**config.mk**
```make
export PLATFORM = sky130hd
export DESIGN_NAME = pri_enc_rr
export DESIGN_NICKNAME = d
export VERILOG_FILES = /design/src/rtl/pri_enc_pkg.sv /design/src/rtl/pri_enc_find.sv /design/src/rtl/pri_enc_rr.sv
export SDC_FILE = /design/constraint.sdc
export NUM_CORES = 1
export LEC_CHECK = 0
export CAP_MARGIN = 20
export CORE_ASPECT_RATIO = 0.9
export CORE_MARGIN = 2
export CORE_UTILIZATION = 35
export CTS_CLUSTER_SIZE = 30
export DETAILED_ROUTE_END_ITERATION = 10
export REMOVE_ABC_BUFFERS = 1
export SYNTH_ARGS = -nofsm -noshare
export SYNTH_HDL_FRONTEND = slang
export SYNTH_SLANG_ARGS = --single-unit
```
**constraint.sdc**
```tcl
create_clock -name clk -period 3.7 [get_ports clk]
set_input_delay 0.74 -clock clk [delete_from_list [all_inputs] [get_ports clk]]
set_output_delay 0.74 -clock clk [all_outputs]
set_load 0.05 [all_outputs]
```
**src/rtl/pri_enc_pkg.sv**
```systemverilog
// Shared constants and helpers for the pri_enc_rr priority encoder.
//   MODE_FIXED / MODE_RR : values of the rr_mode input
//   clog2()              : ceiling log2, used to size the index width from N
package pri_enc_pkg;

  localparam logic MODE_FIXED = 1'b0;
  localparam logic MODE_RR    = 1'b1;

  // Ceiling log2 of v, usable in constant expressions.
  function automatic int unsigned clog2(input int unsigned v);
    int unsigned r;
    r = 0;
    for (int unsigned i = 0; i < 32; i++) begin
      if ((64'd1 << i) < 64'(v)) r = i + 1;
    end
    return r;
  endfunction

endpackage

```
**src/rtl/pri_enc_find.sv**
```systemverilog
// Combinational set-bit finder.
//   vec_i   : input vector (N bits)
//   idx_c   : index of the lowest (HIGHEST=0) or highest (HIGHEST=1) set bit
//   found_c : 1 when any bit of vec_i is set; idx_c is 0 otherwise
module pri_enc_find
  import pri_enc_pkg::*;
#(
  parameter int unsigned N       = 16,
  parameter bit          HIGHEST = 1'b0
) (
  input  logic [N-1:0]         vec_i,
  output logic [clog2(N)-1:0]  idx_c,
  output logic                 found_c
);

  localparam int unsigned W = clog2(N);

  // Upward scan: highest search keeps overwriting, lowest search keeps the first hit.
  always_comb begin
    idx_c   = '0;
    found_c = 1'b0;
    for (int i = 0; i < int'(N); i++) begin
      if (vec_i[i] && (HIGHEST || !found_c)) begin
        idx_c   = W'(i);
        found_c = 1'b1;
      end
    end
  end

endmodule

```
**src/rtl/pri_enc_rr.sv**
```systemverilog
// Priority encoder with fixed-priority or round-robin selection, a registered
// output and a valid/ready handshake. Optional out_multi flag under
// PRI_ENC_MULTI_EN.
//   clk, rst_n  : clock, async active-low reset
//   enable      : allow new captures (a held grant is kept when low)
//   rr_mode     : 0 = fixed (highest index wins), 1 = round-robin
//   req         : level request vector
//   out_ready   : consumer accepts the current grant
//   out_valid   : out_idx holds a grant
//   out_idx     : granted request index
//   out_multi   : more than one request was set at capture (PRI_ENC_MULTI_EN)
module pri_enc_rr
  import pri_enc_pkg::*;
#(
  parameter int unsigned N = 16
) (
  input  logic                clk,
  input  logic                rst_n,
  input  logic                enable,
  input  logic                rr_mode,
  input  logic [N-1:0]        req,
  input  logic                out_ready,
  output logic                out_valid,
  output logic [clog2(N)-1:0] out_idx
`ifdef PRI_ENC_MULTI_EN
  ,
  output logic                out_multi
`endif
);

  localparam int unsigned W = clog2(N);

  logic [W-1:0] ptr_q, ptr_d;
  logic [W-1:0] idx_q, idx_d;
  logic         valid_q, valid_d;

  logic [N-1:0] masked;
  logic [W-1:0] m_idx, l_idx, h_idx, grant;
  logic         m_found, l_found, h_found, any_req, cap;

  // Requests at or above the round-robin pointer.
  assign masked = req & ~((N'(1) << ptr_q) - N'(1));

  pri_enc_find #(.N(N), .HIGHEST(1'b0)) u_find_masked (
    .vec_i   (masked),
    .idx_c   (m_idx),
    .found_c (m_found)
  );

  pri_enc_find #(.N(N), .HIGHEST(1'b0)) u_find_low (
    .vec_i   (req),
    .idx_c   (l_idx),
    .found_c (l_found)
  );

  pri_enc_find #(.N(N), .HIGHEST(1'b1)) u_find_high (
    .vec_i   (req),
    .idx_c   (h_idx),
    .found_c (h_found)
  );

  // Grant selection, capture decision and next-state.
  always_comb begin
    grant   = h_idx;
    any_req = h_found;
    if (rr_mode == MODE_RR) begin
      grant   = m_found ? m_idx : l_idx;
      any_req = l_found;
    end

    cap     = enable & any_req & (~valid_q | out_ready);

    valid_d = valid_q;
    idx_d   = idx_q;
    ptr_d   = ptr_q;
    if (cap) begin
      valid_d = 1'b1;
      idx_d   = grant;
      if (rr_mode == MODE_RR) ptr_d = grant + W'(1);
    end else if (out_ready) begin
      valid_d = 1'b0;
    end
  end

  always_ff @(posedge clk or negedge rst_n) begin
    if (!rst_n) begin
      valid_q <= 1'b0;
      idx_q   <= '0;
      ptr_q   <= '0;
    end else begin
      valid_q <= valid_d;
      idx_q   <= idx_d;
      ptr_q   <= ptr_d;
    end
  end

  assign out_valid = valid_q;
  assign out_idx   = idx_q;

`ifdef PRI_ENC_MULTI_EN
  logic multi_q, multi_d;

  // Clearing the lowest set bit leaves something only if two or more were set.
  always_comb begin
    multi_d = multi_q;
    if (cap) multi_d = |(req & (req - N'(1)));
  end

  always_ff @(posedge clk or negedge rst_n) begin
    if (!rst_n) multi_q <= 1'b0;
    else        multi_q <= multi_d;
  end

  assign out_multi = multi_q;
`endif

endmodule
```
# Yosys cells after proc, flatten, opt, wreduce, memory -nomap -nowiden
# Index checks and enable logic that the tools add are counted.
# Widths: inputs -> output; s select.
[totals]
register_bits = 9
in_bits = 21
out_inout_bits = 5
wordCells = 171
[classes]
shift = 1
reduce_logical = 62
n_bitwise = 6
muxes = 97
add_sub_neg = 2
[ops]
columns = ["operator", "count"]
rows = [
  ["$mux 4", 44],
  ["$mux 1", 53],
  ["$logic_and 1x1->1", 30],
  ["$logic_not 1->1", 30],
  ["$and 16x16->16", 1],
  ["$not 16->16", 1],
  ["$shl 1x4->16 const A", 1],
  ["$sub 16x1->16 const B", 1],
  ["$add 4x1->4 const B", 1],
  ["$and 1x1->1", 2],
  ["$reduce_and 2->1", 1],
  ["$reduce_bool 2->1", 1],
  ["$not 1->1", 1],
  ["$or 1x1->1", 1],
]

# Depth between registers and ports, before layout
[depth]
word_depth = 53
depth_mapped = 15

# Modules after synthesis
# Synthesis repeated with hierarchy kept, for this count alone.
[unflattened]
hier_cells = 180
area_unflattened_um2 = 1311.3
[modules_own_cells]
columns = ["mod", "cells_each", "n_inst", "area_per_inst_um2", "seq_area_each_um2"]
rows = [
  ["pri_enc_rr", 91, 1, 782.0, 225.2],
  ["pri_enc_find at u_find_low ...", 30, 2, 183.9, 0.0],
  ["pri_enc_find at u_find_high", 29, 1, 161.4, 0.0],
]

# Least setup slack after synthesis
# No wires, ideal clock.
[synth_timing]
path_type = "register -> register"
startpoint = "register ptr_q[0]"
endpoint = "register ptr_q[1]"
t_arrival_ns = 3.251
path_buffers = 1
required_ns = 3.575
path_stages_with_launch = 12
synth_period_minus_slack_ns = 3.376
setup_ns = 0.125
slack_ns = 0.324
cell_sequence = "dfrtp_1 > or4_4 > ha_1 > clkbuf_2 > or4b_1 > a311o_1 > and4b_1 > o21a_1 > a21oi_2 > o21a_1 > ha_1 > mux2_2"
[synth_between]
elab_chain_cells = 53
[synth_rtl]
columns = ["item", "line_no", "text"]
rows = [
  ["from (decl)", "pri_enc_rr.sv:33", "logic [W-1:0] ptr_q, ptr_d;"],
  ["from (signal assigned)", "pri_enc_rr.sv:93", "ptr_q <= ptr_d;"],
  ["$shl 1x4->16 *", "pri_enc_rr.sv:42", "assign masked = req & ~((N'(1) << ptr_q) - N'(1));"],
  ["$sub 16x1->16 *", "pri_enc_rr.sv:42", ""],
  ["$not 16->16 *", "pri_enc_rr.sv:42", ""],
  ["$and 16x16->16 *", "pri_enc_rr.sv:42", ""],
  ["$mux 1", "pri_enc_find.sv:23", "if (vec_i[i] && (HIGHEST || !found_c)) begin"],
  ["$logic_not 1->1", "pri_enc_find.sv:23", ""],
  ["$logic_and 1x1->1", "pri_enc_find.sv:23", ""],
  ["$mux 1", "pri_enc_find.sv:23", ""],
  ["(+38 left out)", "--", ""],
  ["$mux 1", "pri_enc_find.sv:23", ""],
  ["$logic_not 1->1", "pri_enc_find.sv:23", ""],
  ["$logic_and 1x1->1", "pri_enc_find.sv:23", ""],
  ["$mux 4 / $mux 1 (equally long branches)", "pri_enc_find.sv:23", ""],
  ["$mux 4 *", "pri_enc_rr.sv:67", "grant = m_found ? m_idx : l_idx;"],
  ["$mux 4 *", "pri_enc_rr.sv:66", "if (rr_mode == MODE_RR) begin"],
  ["net grant[0]", "pri_enc_rr.sv:38", "logic [W-1:0] m_idx, l_idx, h_idx, grant;"],
  ["$add 4x1->4 *", "pri_enc_rr.sv:79", "if (rr_mode == MODE_RR) ptr_d = grant + W'(1);"],
]
# Mark *: on every way through the listed nets, which the timed path passes. The rest lies on a longest branch.
# A chain may end at the register's enable or synchronous reset.

# Final worst setup path
[layout_timing]
startpoint = "register ptr_q[3]"
endpoint = "register ptr_q[1]"
# Same word-level chain as after synthesis.

==> flow_summary.toml <==
[status]
status = "complete, no violations"

[drt]
drt_iter0_drc = 103
first_pass_iters = 4
ant_nets = 0
routed_wl_mm = 3.75
viasPerCell = 5.89
drc = 0
wl_per_cell_um = 15.5
vias = 1426

[logic_synthesis]
syn-cell-area_um2 = 1230
synthDistinctLibCells = 57
synthArstFlopShare = 1.00
synth_common_cells = "nand2_1 (27), a21oi_1 (12), o21ai_0 (11)"
synth.most_common_cell = "nand2_1"
yosysWarnings = 0
postSynthCellCount = 169
synth_edf_count = 0
yosys.area.top_type = "dfrtp_1"
yosysTopAreaCellShare = 0.183
yosysSeqAreaShare = 0.183
ys_ff_latch = 9
avgSynthCellArea_um2 = 7.27
synth.area.top_cells = "dfrtp_1 (18%), nand2_1 (8.2%), a21oi_1 (4.9%)"
synthFlopType = "dfrtp_1"

[grt]
grt_use_total = 0.192
grt-ovfl-total = 0
grt_pass1_vias = 1262
grt_max_degree = 19
antenna_found_initial = 0
grt_pass1_wl_mm = 5.82

[cts]
h-tree-depth = 1
clk_pin_slew_ns = 0.04
worstSkewPairLatency_ns = 0.23
holdBufCountCts = 0
cts_sinks = 9
post-cts-setup-buffers = 0
cts_made_buffers = 3
ctsResizeCount = 0
cts_root_buf = "clkbuf_8"
cts_tree = "done"
clockBufferDepth = 2

[sta]
tns_ns = 0
tightestPinTransition_ns = 0.507
timing.final.crit_share = 0.927
slew_violations = 0
max_clock_freq_mhz = 292
skew_ns = 0.00259
hold_viol = 0
rsz0062_at_grt = "false"
setup_viol = 0
setup_slack_ns = 0.270
maxSlewHeadroom = 0.659
period_minus_slack_ns = 3.43

[place]
dp_worst_setup_slack_ns = 0.144
place_hpwl_mm = 2.99
routabilityCongestion = 0.911
io_buffer_count = 25

[worst_setup_path]
worstSetupPathType = "flip-flop to flip-flop"
worstPathCellList = "or4_4, ha_1, buf_4, nor4b_1, a2bb2oi_1, a211oi_1, and4b_1, o21a_1, a21oi_2, o21a_1, ha_1, mux2_2"
cp_slowest_cell = "or4_4"
worst-endpoint-arrival_ns = 3.54
startpoint_type = "flip-flop"
worst_setup_path_end_kind = "flip-flop"
cpPeakStageDelay_ns = 0.55
crit_required_ns = 3.81
critPathMaxFanout = 9

[layout]
area_growth_pct = 29.7
fin_nets = 222
drive_above_1_share = 0.116
utilization = 0.472
diodes = 0

[power_and_ir_drop]
p_leak_nw = 0.619
ir_drop_v = 0.000455
powerDensity_nw_per_um2 = 658

[die]
dieArea_um2 = 4000
design.core.area_um2 = 3380
start_util = 0.364
io_pins = 26
die_y_um = 60.2
die_w_um = 66.5
placementRows = 20

[min_path]
hold_class = "flip-flop to flip-flop"

[flow_run]
maxCapViolCount = 0
[through the flow]
step	total power [mW]	hold slack [ns]	instance area, µm²	cells
after detailed placement	0.934	0.470	1550	238
after CTS	1.05	0.480	1590	242
after global placement	0.929	0.475	1550	238
after global routing	1.14	0.520	1590	242
after floorplan	0.701	0.444	1180	161
final	1.05	0.474	1590	242
[report_power, final]
part           internal [mW]  total, mW  leakage, nW  switching, mW
clock                 0.0747      0.109       0.0228         0.0343
sequential             0.139      0.163        0.106         0.0245
combinational          0.319      0.777        0.490          0.458
[area by class of cell]
class	count	area [µm²]
clock buffer	4	45.0
fill	336	1780
inverter	10	37.5
multi-input combinational	142	921
sequential	9	225
tap	44	55.1
timing repair buffer	33	310
[kinds of logic after synthesis]
group,after synthesis,share of synthesized area
flops,9,0.183
buf+inv,18,0.0672
xor+xnor,1,0.00713
compound gates,65,0.377
fa+ha+maj,2,0.0204
simple gates,71,0.319
mux,3,0.0265
[state kept, by name (all words and copies together), names as in the netlist]
| register | cells |
|---|---|
| out_idx | 4 |
| ptr_q | 4 |
| out_valid | 1 |
[placed cells by master (no fill, tap or decap), types with 3 or more instances in the layout]
cell              n
a211oi_1          5
a21oi_1          12
a31oi_1           3
buf_4             8
clkbuf_8          3
clkdlybuf4s50_1  25
dfrtp_1           9
inv_1            10
nand2_1          27
nand2b_1          6
nand3_1           4
nor2_1            9
nor3_1            3
o21a_1            5
o21ai_0          11
o21ai_1           3
o31ai_1           3
or3_1             4
[final timing paths]
path	start	end	slack, ns	cells past startpoint
worst max register to register	ptr_q[3]$_DFFE_PN0P_	ptr_q[1]$_DFFE_PN0P_	0.27	12
worst min-delay path	out_idx[1]$_DFFE_PN0P_	out_idx[1]$_DFFE_PN0P_	0.47	2
worst min register to register	out_idx[1]$_DFFE_PN0P_	out_idx[1]$_DFFE_PN0P_	0.47	2
worst max-delay path	ptr_q[3]$_DFFE_PN0P_	ptr_q[1]$_DFFE_PN0P_	0.27	12
min in group asynchronous	rst_n	out_idx[3]$_DFFE_PN0P_	0.80	1
max in group asynchronous	rst_n	ptr_q[1]$_DFFE_PN0P_	2.62	1
[metal layers]
metal,vias to the layer above,track usage,wire length (µm)
met5,-,0,0
met4,0,0.102,91
met3,12,0.0132,230
met2,58,0.333,1770
met1,653,0.239,1660
li1,703,-,-
[critical path: cells and delay by family, from the launching register on]
kind                     cells  cell delay [ns]
AND/OR/NAND/NOR              3             1.07
multiplexers                 1             0.26
AO/OA/AOI/OAI                5             0.93
flip-flops                   1             0.38
buffers and inverters        1             0.16
adder cells (fa/ha/maj)      2             0.49
No activity file was read; power rests on OpenSTA's default activity.
